`src/rtl/biu_pkg.sv`:
```
// Bus interface unit shared definitions: fetch FSM states, reset defaults
// and the segment:offset to 20-bit physical address helper.
package biu_pkg;

   typedef enum logic [1:0] {
      FS_IDLE,
      FS_WAIT,
      FS_DROP
   } fetch_state_t;

   localparam int          DEF_QUEUE_BYTES = 6;
   localparam logic [15:0] DEF_RESET_CS    = 16'hFFFF;
   localparam logic [15:0] DEF_RESET_IP    = 16'h0000;

   // Sum is taken at 20 bits, so addresses past FFFFF wrap to low memory.
   function automatic logic [19:0] phys_addr(input logic [15:0] seg, input logic [15:0] off);
      return {seg, 4'b0000} + {4'b0000, off};
   endfunction

endpackage

```
`src/rtl/byte_fifo.sv`:
```
// Circular byte buffer taking 0/1/2 bytes and giving up 1 byte per cycle.
// Head is combinational from registered state; caller guarantees no overflow, empty pops are ignored.
module byte_fifo
   import biu_pkg::*;
#(
   parameter int DEPTH = DEF_QUEUE_BYTES,
   parameter int CW    = 3
) (
   input  logic          clk,
   input  logic          reset,
   input  logic          clear,
   input  logic [1:0]    push_cnt,
   input  logic [7:0]    push_b0,
   input  logic [7:0]    push_b1,
   input  logic          pop,
   output logic [CW-1:0] count,
   output logic [7:0]    head
);

   localparam int PW = (DEPTH > 1) ? $clog2(DEPTH) : 1;

   logic [7:0]    mem [DEPTH];
   logic [PW-1:0] rd_ptr;
   logic [PW-1:0] wr_ptr;
   logic [PW-1:0] wr_ptr1;
   logic          pop_ok;

   function automatic logic [PW-1:0] ptr_inc(input logic [PW-1:0] p);
      return (p == PW'(DEPTH - 1)) ? '0 : p + 1'b1;
   endfunction

   assign pop_ok  = pop && (count != '0);
   assign wr_ptr1 = ptr_inc(wr_ptr);
   assign head    = (count != '0) ? mem[rd_ptr] : 8'h00;

   always_ff @(posedge clk) begin
      if (reset || clear) begin
         rd_ptr <= '0;
         wr_ptr <= '0;
         count  <= '0;
      end else begin
         case (push_cnt)
            2'd1: begin
               mem[wr_ptr] <= push_b0;
               wr_ptr      <= wr_ptr1;
            end
            2'd2: begin
               mem[wr_ptr]  <= push_b0;
               mem[wr_ptr1] <= push_b1;
               wr_ptr       <= ptr_inc(wr_ptr1);
            end
            default: ;
         endcase
         if (pop_ok) begin
            rd_ptr <= ptr_inc(rd_ptr);
         end
         count <= count + CW'(push_cnt) - CW'(pop_ok);
      end
   end

endmodule

```
`src/rtl/prefetch_queue.sv`:
```
// Instruction prefetch queue: word fetches from CS:IP into a byte FIFO, one byte per pop.
// Ack data lands in the queue the next cycle; fetching stalls until the registered count leaves room.
module prefetch_queue
   import biu_pkg::*;
#(
   parameter int          QUEUE_BYTES = DEF_QUEUE_BYTES,
   parameter logic [15:0] RESET_CS    = DEF_RESET_CS,
   parameter logic [15:0] RESET_IP    = DEF_RESET_IP
) (
   input  logic        clk,
   input  logic        reset,
   output logic        mem_req,
   output logic [19:0] mem_addr,
   input  logic [15:0] mem_rdata,
   input  logic        mem_ack,
   output logic        byte_valid,
   output logic [7:0]  byte_out,
   input  logic        byte_pop,
   output logic [15:0] head_ip,
   input  logic        flush,
   input  logic [15:0] flush_cs,
   input  logic [15:0] flush_ip,
   output logic [2:0]  count
);

   fetch_state_t state;
   fetch_state_t state_nxt;
   logic [15:0]  cs;
   logic [15:0]  fetch_ip;
   logic [19:0]  addr_q;
   logic [19:0]  phys;
   logic [2:0]   free;
   logic         ack;
   logic         can_fetch;
   logic         issue;
   logic [1:0]   push_cnt;
   logic [7:0]   push_b0;
   logic [7:0]   push_b1;

   assign mem_req    = (state != FS_IDLE);
   assign mem_addr   = addr_q;
   assign ack        = mem_ack && mem_req;
   assign byte_valid = (count != 3'd0);
   assign head_ip    = fetch_ip - {13'd0, count};
   assign phys       = phys_addr(cs, fetch_ip);

   // Odd IP fetches the enclosing word and keeps only its upper byte.
   assign free      = 3'(QUEUE_BYTES) - count;
   assign can_fetch = fetch_ip[0] ? (free >= 3'd1) : (free >= 3'd2);

   always_comb begin
      state_nxt = state;
      issue     = 1'b0;
      push_cnt  = 2'd0;
      push_b0   = fetch_ip[0] ? mem_rdata[15:8] : mem_rdata[7:0];
      push_b1   = mem_rdata[15:8];
      case (state)
         FS_IDLE: begin
            if (!flush && can_fetch) begin
               issue     = 1'b1;
               state_nxt = FS_WAIT;
            end
         end
         FS_WAIT: begin
            if (flush) begin
               state_nxt = ack ? FS_IDLE : FS_DROP;
            end else if (ack) begin
               push_cnt  = fetch_ip[0] ? 2'd1 : 2'd2;
               state_nxt = FS_IDLE;
            end
         end
         FS_DROP: begin
            if (ack) begin
               state_nxt = FS_IDLE;
            end
         end
         default: state_nxt = FS_IDLE;
      endcase
   end

   always_ff @(posedge clk) begin
      if (reset) begin
         state    <= FS_IDLE;
         cs       <= RESET_CS;
         fetch_ip <= RESET_IP;
         addr_q   <= '0;
      end else begin
         state <= state_nxt;
         if (flush) begin
            cs       <= flush_cs;
            fetch_ip <= flush_ip;
         end else if (push_cnt != 2'd0) begin
            fetch_ip <= fetch_ip + {14'd0, push_cnt};
         end
         if (issue) begin
            addr_q <= phys & 20'hFFFFE;
         end
      end
   end

   byte_fifo #(
      .DEPTH (QUEUE_BYTES),
      .CW    (3)
   ) u_fifo (
      .clk      (clk),
      .reset    (reset),
      .clear    (flush),
      .push_cnt (push_cnt),
      .push_b0  (push_b0),
      .push_b1  (push_b1),
      .pop      (byte_pop && !flush),
      .count    (count),
      .head     (byte_out)
   );

endmodule

```
`config.mk`:
```
export PLATFORM = sky130hd
export DESIGN_NAME = prefetch_queue
export DESIGN_NICKNAME = d
export VERILOG_FILES = /design/src/rtl/biu_pkg.sv /design/src/rtl/byte_fifo.sv /design/src/rtl/prefetch_queue.sv
export SDC_FILE = /design/constraint.sdc
export NUM_CORES = 1
export LEC_CHECK = 0
export BUFFER_PORTS_ARGS = -buffer_cell sky130_fd_sc_hd__buf_2
export CORE_UTILIZATION = 40
export DETAILED_ROUTE_END_ITERATION = 10
export PLACE_DENSITY = 0.65
export SLEW_MARGIN = 30
export SYNTH_ARGS = -nofsm -noshare
export SYNTH_HDL_FRONTEND = slang
export SYNTH_HIERARCHICAL = 1
export SYNTH_SLANG_ARGS = --single-unit
```
`constraint.sdc`:
```
create_clock -name clk -period 4.21 [get_ports clk]
set_input_delay 0.842 -clock clk [delete_from_list [all_inputs] [get_ports clk]]
set_output_delay 0.842 -clock clk [all_outputs]
set_load 0.005 [all_outputs]
```
==> results of run 1 <==
## power groups by stage
stage | clock [mW] | sequential, mW | combinational, mW
finish | 1.42 | 1.24 | 0.421
global route | 1.50 | 1.24 | 0.468
CTS | 1.44 | 1.23 | 0.424
detailed placement | 0 | 1.26 | 0.417
global placement | 0 | 1.25 | 0.407
floorplan | 0 | 1.24 | 0.288
## registers in the layout (all words and copies together) (netlist names), named ones only
| register | count |
|---|---|
| cs | 16 |
| u_fifo/mem | 48 |
| fetch_ip | 16 |
| mem_addr | 19 |
| u_fifo/rd_ptr | 3 |
| state | 2 |
| u_fifo/wr_ptr | 3 |
| u_fifo/count | 3 |
## layout make-up
cell class | instances | area, µm²
Clock buffer | 26 | 510.5
Clock inverter | 5 | 75.07
Fill cell | 1435 | 8107
Inverter | 18 | 67.56
Multi-Input combinational cell | 467 | 3478
Sequential cell | 113 | 2744
Tap cell | 216 | 270.3
Timing Repair Buffer | 110 | 575.6
## routing by layer
metal  global-route usage  vias up
met2               0.3634      159
met5                    0        -
met3              0.05031       25
li1                     -     2466
met4              0.08789        0
met1               0.2382     2419
## critical path, cell delays in order, from the launching register on
cell      delay, ns
dfxtp_1        0.76
inv_1          0.18
ha_1           0.26
fa_1           0.41
nor2b_1        0.19
nor2_1         0.07
nand2_1        0.16
nor4_1         0.11
nand2b_1       0.12
xnor2_1        0.11
buf_2          0.13
## path summary, 6_finish.rpt
path              slack [ns]  depth (start not counted)         from           end
setup / recovery        0.45                         10  fetch_ip[0]   head_ip[10]
hold reg to reg         0.48                          2        cs[4]         cs[4]
setup reg to reg        0.90                         10  fetch_ip[0]  fetch_ip[14]
hold / removal          0.48                          2        cs[4]         cs[4]
## stage by stage
step	utilization	setup slack [ns]
floorplan	-	0.5729
global placement	0.4508	0.9267
detailed placement	0.4508	0.7707
CTS	0.4878	0.4794
global route	0.4878	0.2460
finish	0.4878	0.4520
## layout by cell type, fill, tap and decap left out, drive strengths merged, types with 22 or more instances in the layout
master	instances
mux2	56
a21oi	32
buf	110
clkbuf	26
dfxtp	65
mux2i	29
xnor2	23
nor2	53
nor2b	22
edfxtp	48
ha	24
nand2	55
## cell families (layout without fill, tap and decap cells)
family / after synthesis / in the layout / share of synthesized area
muxes: 85 / 85 / 0.1430
other: 1 / 1 / 0.0005822
xor gates and xnor gates: 44 / 44 / 0.05983
and+or+nand+nor: 208 / 208 / 0.1737
AOI/OAI and AO/OA: 101 / 101 / 0.1012
DFF: 113 / 113 / 0.4258
buffers and inverters: 54 / 159 / 0.03691
adders and majority gates: 28 / 28 / 0.05905
==> metrics.md, run 1 <==
| Metric | Value |
|---|---|
| PD cells | `398.4 mW/mm²` |
| DRC viols | `0` |
| Starting Density | `0.4070` |
| Total placed instance area | `0.007136 mm²` |
| Crit share post-route | `0.8926` |
| Post-DRT Antenna Nets | `0` |
| Peak Freq | `266.1 MHz` |
| Worst VDD drop | `0.2959 mV` |
| Synth Warn # | `6` |
| Crit start category | `flop` |
| Data required time of the worst path | `3.37 ns` |
| Cts bufs inserted | `17` |
| Clock-pin slew on the worst setup and hold paths | `0.05 ns` |
| First-pass GRT wire length | `25,920 µm` |
| Final Hold Vio Count | `0` |
| Final setup TNS | `0 ns` |
| Synth Instances | `634` |
| Die height | `128.9 µm` |
| Max-slew violations | `0` |
| Die X | `128.9 µm` |
| Comb pwr share | `0.137` |
| Switching pwr | `0.7400 mW` |
| Crit end category | `output port` |
| Core area | `0.01583 mm²` |
| Synth area leader | `edfxtp_1` |
| Design area | `0.007721 mm²` |
| Share of cells above drive strength 1 | `0.2828` |
| Hold-fix buffers, CTS | `0` |
| Share of Yosys cell area claimed by the top area cell type | `0.2238` |
| Critical Setup Path Class | `flop to output port` |
| Sequential area share after synthesis | `0.4258` |
| Post-synth EDFFs | `48` |
| Fraction of registers with async set/reset | `0` |
| Boundary Pins | `102` |
| Port Buffers | `100` |
| Largest net degree at the start of global routing | `53` |
| Latest clock arrival within the worst-skew pair | `0.42 ns` |
| Clock Power Share | `0.461` |
| Tmin final | `3.758 ns` |
| Worst Max-Slew Pin Slew | `0.8189 ns` |
| Antenna fix cells | `0` |
| Clk Tree Root Cell | `clkbuf_16` |
| CTS tree | `built` |
| Number of H-tree levels | `4` |
| Nets | `808` |
| Worst Path Arrival | `2.92 ns` |
| Post-DP HPWL | `11,190 µm` |
| WHS | `0.4814 ns` |
| Net Sw Frac | `0.2405` |
| Outcome | `finished clean` |
| CTS sink cnt | `113` |
| Std-Cell Rows | `46` |
| Die Area | `0.01661 mm²` |
| RSZ-0062 raised after global routing | `false` |
| Max cap viols | `0` |
| Yosys reg bits | `113` |
| Synth area leaders | `edfxtp_1 (22%), dfxtp_1 (20%), mux2_2 (9.8%), ha_1 (4.7%), mux2i_1 (4.5%)` |
| GRT Total Usage | `0.2063` |
| Flop pwr share | `0.402` |
| 1st-iter DRT viols | `248` |
| Clock buffer depth | `2` |
| Leakage | `3.168 nW` |
| Gr ovfl total | `0` |
| Fin cells | `955` |
| Drt via density | `5.308` |
| Post-synth cell types | `61` |
| Gates resized, CTS repair | `0` |
| Routed met2 length | `8353 µm` |
| Critical path fanouts, max | `13` |
| DRT met1 WL | `6867 µm` |
| Internal power | `2.336 mW` |
| TritonRoute pass-1 iters | `4` |
| Slew HR | `0.4535` |
| Worst min path class | `flop to flop` |
| Syn_nets | `715` |
| Vias post-DR | `5,069` |
| Count leader, synth | `dfxtp_1` |
| Vias in the first global route | `5,081` |
| Post-Synthesis Mean Instance Area | `10.16 µm²` |
| Synth cell count leaders | `dfxtp_1 (65), mux2_2 (56), nand2_1 (53), nor2_1 (53), edfxtp_1 (48)` |
| Final setup fails | `0` |
| Final WL | `16,430 µm` |
| Commonest register cell after synthesis | `dfxtp_1` |
| Initial antenna violation count | `0` |
| Placed cells | `924` |
| Mapped Area | `0.006441 mm²` |
| Top routing layer used | `met4` |
| Area grow syn2layout | `19.87%` |
| Setup repair bufs after CTS | `0` |
| WL met3 | `880 µm` |
| Drt wl/cell | `17.20 µm` |
| Clk_skew | `0.007756 ns` |
| Total power | `3.076 mW` |
| RePlAce Congestion | `0.8965` |
Power figures use the tool's default switching activity.
==> run 2, diff against run 1 <==
==> constraint.sdc (replaced) <==
create_clock -name clk -period 4.45 [get_ports clk]
set_input_delay 0.89 -clock clk [delete_from_list [all_inputs] [get_ports clk]]
set_output_delay 0.89 -clock clk [all_outputs]
set_load 0.1 [all_outputs]
==> run 2 against run 1 <==
Power up 11%. Highest routed layer is now met5. Register-to-register slack better by 0.63 ns. Die area unchanged. Sequential power down 6%.
==> metrics.md, run 2 (same netlist as run 1, synthesis figures left out) <==
| Metric | Value |
|---|---|
| R2R Setup Slk | `1.53 ns (was 0.90 ns)` |
| Total placed instance area | `0.007236 mm² (was 0.007136 mm²)` |
| Slowest stage cell on the critical path | `dfxtp_1 (unchanged)` |
| Initial antenna violation count | `1 (was 0)` |
| Worst min path class | `flop to flop (unchanged)` |
| Vias post-DR | `5,077 (was 5,069)` |
| Clk_skew | `0.007662 ns (was 0.007756 ns)` |
| Leakage | `3.253 nW (was 3.168 nW)` |
| Critical Path, Cell by Cell | `inv_1, ha_1, nor2b_1, o21ai_2, nand3b_1, or4_4, nor3_1, xor2_4, buf_2 (was inv_1, ha_1, fa_1, nor2b_1, nor2_1, nand2_1, nor4_1, nand2b_1, xnor2_1, buf_2)` |
| Hold path startpoint | `mem_addr[13] (was cs[4])` |
| Nets | `811 (was 808)` |
| Cts bufs inserted | `17 (unchanged)` |
| Area grow syn2layout | `22.38% (was 19.87%)` |
| Final WL | `16,140 µm (was 16,430 µm)` |
| CTS tree | `built (unchanged)` |
| Max cap viols | `0 (unchanged)` |
| Worst Max-Slew Pin Slew | `0.8613 ns (was 0.8189 ns)` |
| Number of H-tree levels | `4 (unchanged)` |
| CP bufs+invs | `2 (unchanged)` |
| Worst r2r src | `fetch_ip[0] (unchanged)` |
| GRT Total Usage | `0.2043 (was 0.2063)` |
| Fin cells | `959 (was 955)` |
| Largest register FFs | `48 (unchanged)` |
| Final setup TNS | `0 ns (unchanged)` |
| Crit start category | `flop (unchanged)` |
| Vias in the first global route | `5,111 (was 5,081)` |
| Std-Cell Rows | `46 (unchanged)` |
| Placed cells | `927 (was 924)` |
| Clk Tree Root Cell | `clkbuf_16 (unchanged)` |
| Final Hold Vio Count | `0 (unchanged)` |
| Max stage delay on crit path | `0.51 ns (was 0.76 ns)` |
| Util after Layout | `0.4980 (was 0.4878)` |
| Critical path fanouts, max | `8 (was 13)` |
| Peak Freq | `237.5 MHz` |
| Filler instances | `1,472 (was 1,435)` |
| Clock buffer depth | `2 (unchanged)` |
| Setup repair bufs after CTS | `0 (unchanged)` |
| Tmin final | `4.210 ns` |
| Total power | `3.401 mW (was 3.076 mW)` |
| Most common cell after layout, fill and taps aside | `buf_2 (unchanged)` |
| PD cells | `431.4 mW/mm² (was 398.4 mW/mm²)` |
| Clock-pin slew on the worst setup and hold paths | `0.05 ns (about the same)` |
| FF-to-FF End | `fetch_ip[14] (unchanged)` |
| Drt via density | `5.294 (was 5.308)` |
| Antenna fix cells | `0 (unchanged)` |
| Hold EP | `mem_addr[13] (was cs[4])` |
| Post-DP HPWL | `11,530 µm (was 11,190 µm)` |
| Critical Setup Path Class | `flop to output port (unchanged)` |
| TritonRoute pass-1 iters | `4 (unchanged)` |
| Final setup fails | `0 (unchanged)` |
| Latest clock arrival within the worst-skew pair | `0.41 ns (was 0.42 ns)` |
| Reg with most FFs | `u_fifo/mem (unchanged)` |
| Worst Path Arrival | `3.32 ns (was 2.92 ns)` |
| Worst Hold Depth | `2 (unchanged)` |
| Largest net degree at the start of global routing | `34 (was 53)` |
| Port Buffers | `100 (unchanged)` |
| Max-slew violations | `0 (unchanged)` |
| CTS sink cnt | `113 (unchanged)` |
| Boundary Pins | `102 (unchanged)` |
| Worst Setup SP | `u_fifo/count[1] (was fetch_ip[0])` |
| Most frequent cells in the layout | `buf_2 (100), dfxtp_1 (65), mux2_2 (56) (was buf_2 (100), dfxtp_1 (64), mux2_2 (56))` |
| R2R depth | `11 (was 10)` |
| Data required time of the worst path | `3.56 ns (was 3.37 ns)` |
| Design area | `0.007883 mm² (was 0.007721 mm²)` |
| RSZ-0062 raised after global routing | `false (unchanged)` |
| Crit share post-route | `0.9462` |
| Slew HR | `0.4252 (was 0.4535)` |
| Drt wl/cell | `16.83 µm (was 17.20 µm)` |
| Core area | `0.01583 mm² (unchanged)` |
| Share of cells above drive strength 1 | `0.2974 (was 0.2828)` |
| Gates resized, CTS repair | `0 (unchanged)` |
| CP delay by family, top | `simple AND/OR/NAND/NOR gates (was flip-flops)` |
| 1st-iter DRT viols | `238 (was 248)` |
| DRC viols | `0 (unchanged)` |
| Starting Density | `0.4070 (unchanged)` |
| Crit end category | `output port (unchanged)` |
| Worst VDD drop | `0.2247 mV (was 0.2959 mV)` |
| Post-DRT Antenna Nets | `0 (unchanged)` |
| Hold-fix buffers, CTS | `0 (unchanged)` |
| Die X | `128.9 µm (unchanged)` |
| Gr ovfl total | `0 (unchanged)` |
| RePlAce Congestion | `0.8833 (was 0.8965)` |
| Die height | `128.9 µm (unchanged)` |
| First-pass GRT wire length | `25,900 µm (was 25,920 µm)` |
| Outcome | `finished clean (unchanged)` |
| Die Area | `0.01661 mm² (unchanged)` |
-- run 2: metal layers --
| metal | global-route usage | vias to the layer above | share of wire |
|---|---|---|---|
| li1 | - | 2479 | - |
| met1 | 0.2397 | 2453 | 0.43 |
| met2 | 0.3622 | 121 | 0.51 |
| met3 | 0.05031 | 22 | 0.046 |
| met4 | 0.07128 | 2 | 0.014 |
| met5 | 0 | - | 0.00062 |
-- run 2: report_power, final --
| part | switching, mW | total (mW) | internal (mW) |
|---|---|---|---|
| Clock | 0.462 | 1.50 | 1.04 |
| Combinational | 0.534 | 0.732 | 0.197 |
| Sequential | 0.0443 | 1.17 | 1.13 |
-- run 2: area by class of cell --
type | instances | area, µm² | share of cell area
Multi-Input combinational cell | 467 | 3553 | 0.4508
Sequential cell | 113 | 2743 | 0.3479
Tap cell | 216 | 270.3 | 0.03429
Clock buffer | 18 | 429.2 | 0.05444
Timing Repair Buffer | 113 | 601.8 | 0.07635
Clock inverter | 14 | 217.7 | 0.02762
Inverter | 18 | 67.56 | 0.008571
-- run 2: worst min-delay path: stages, from the launching register on --
cell,delay [ns]
dfxtp_1,0.30
nand2_1,0.05
o22ai_1,0.06
-- run 2: worst max path at each step --
stage | endpoint | slack, ns | depth (start not counted)
after floorplan | byte_out[0] | -0.79 | 2
after global placement | head_ip[11] | 0.74 | 9
after detailed placement | head_ip[11] | 0.67 | 9
after CTS | head_ip[11] | 0.20 | 9
after global routing | head_ip[11] | 0.03 | 9
final | head_ip[11] | 0.24 | 9
-- run 2: stage by stage --
step	hold WS, ns	setup slack, ns
after floorplan	0.4484	-0.7862
after global placement	0.4647	0.7439
after detailed placement	0.4585	0.6713
after CTS	0.4692	0.1989
after global routing	0.4980	0.03255
final	0.4723	0.2396
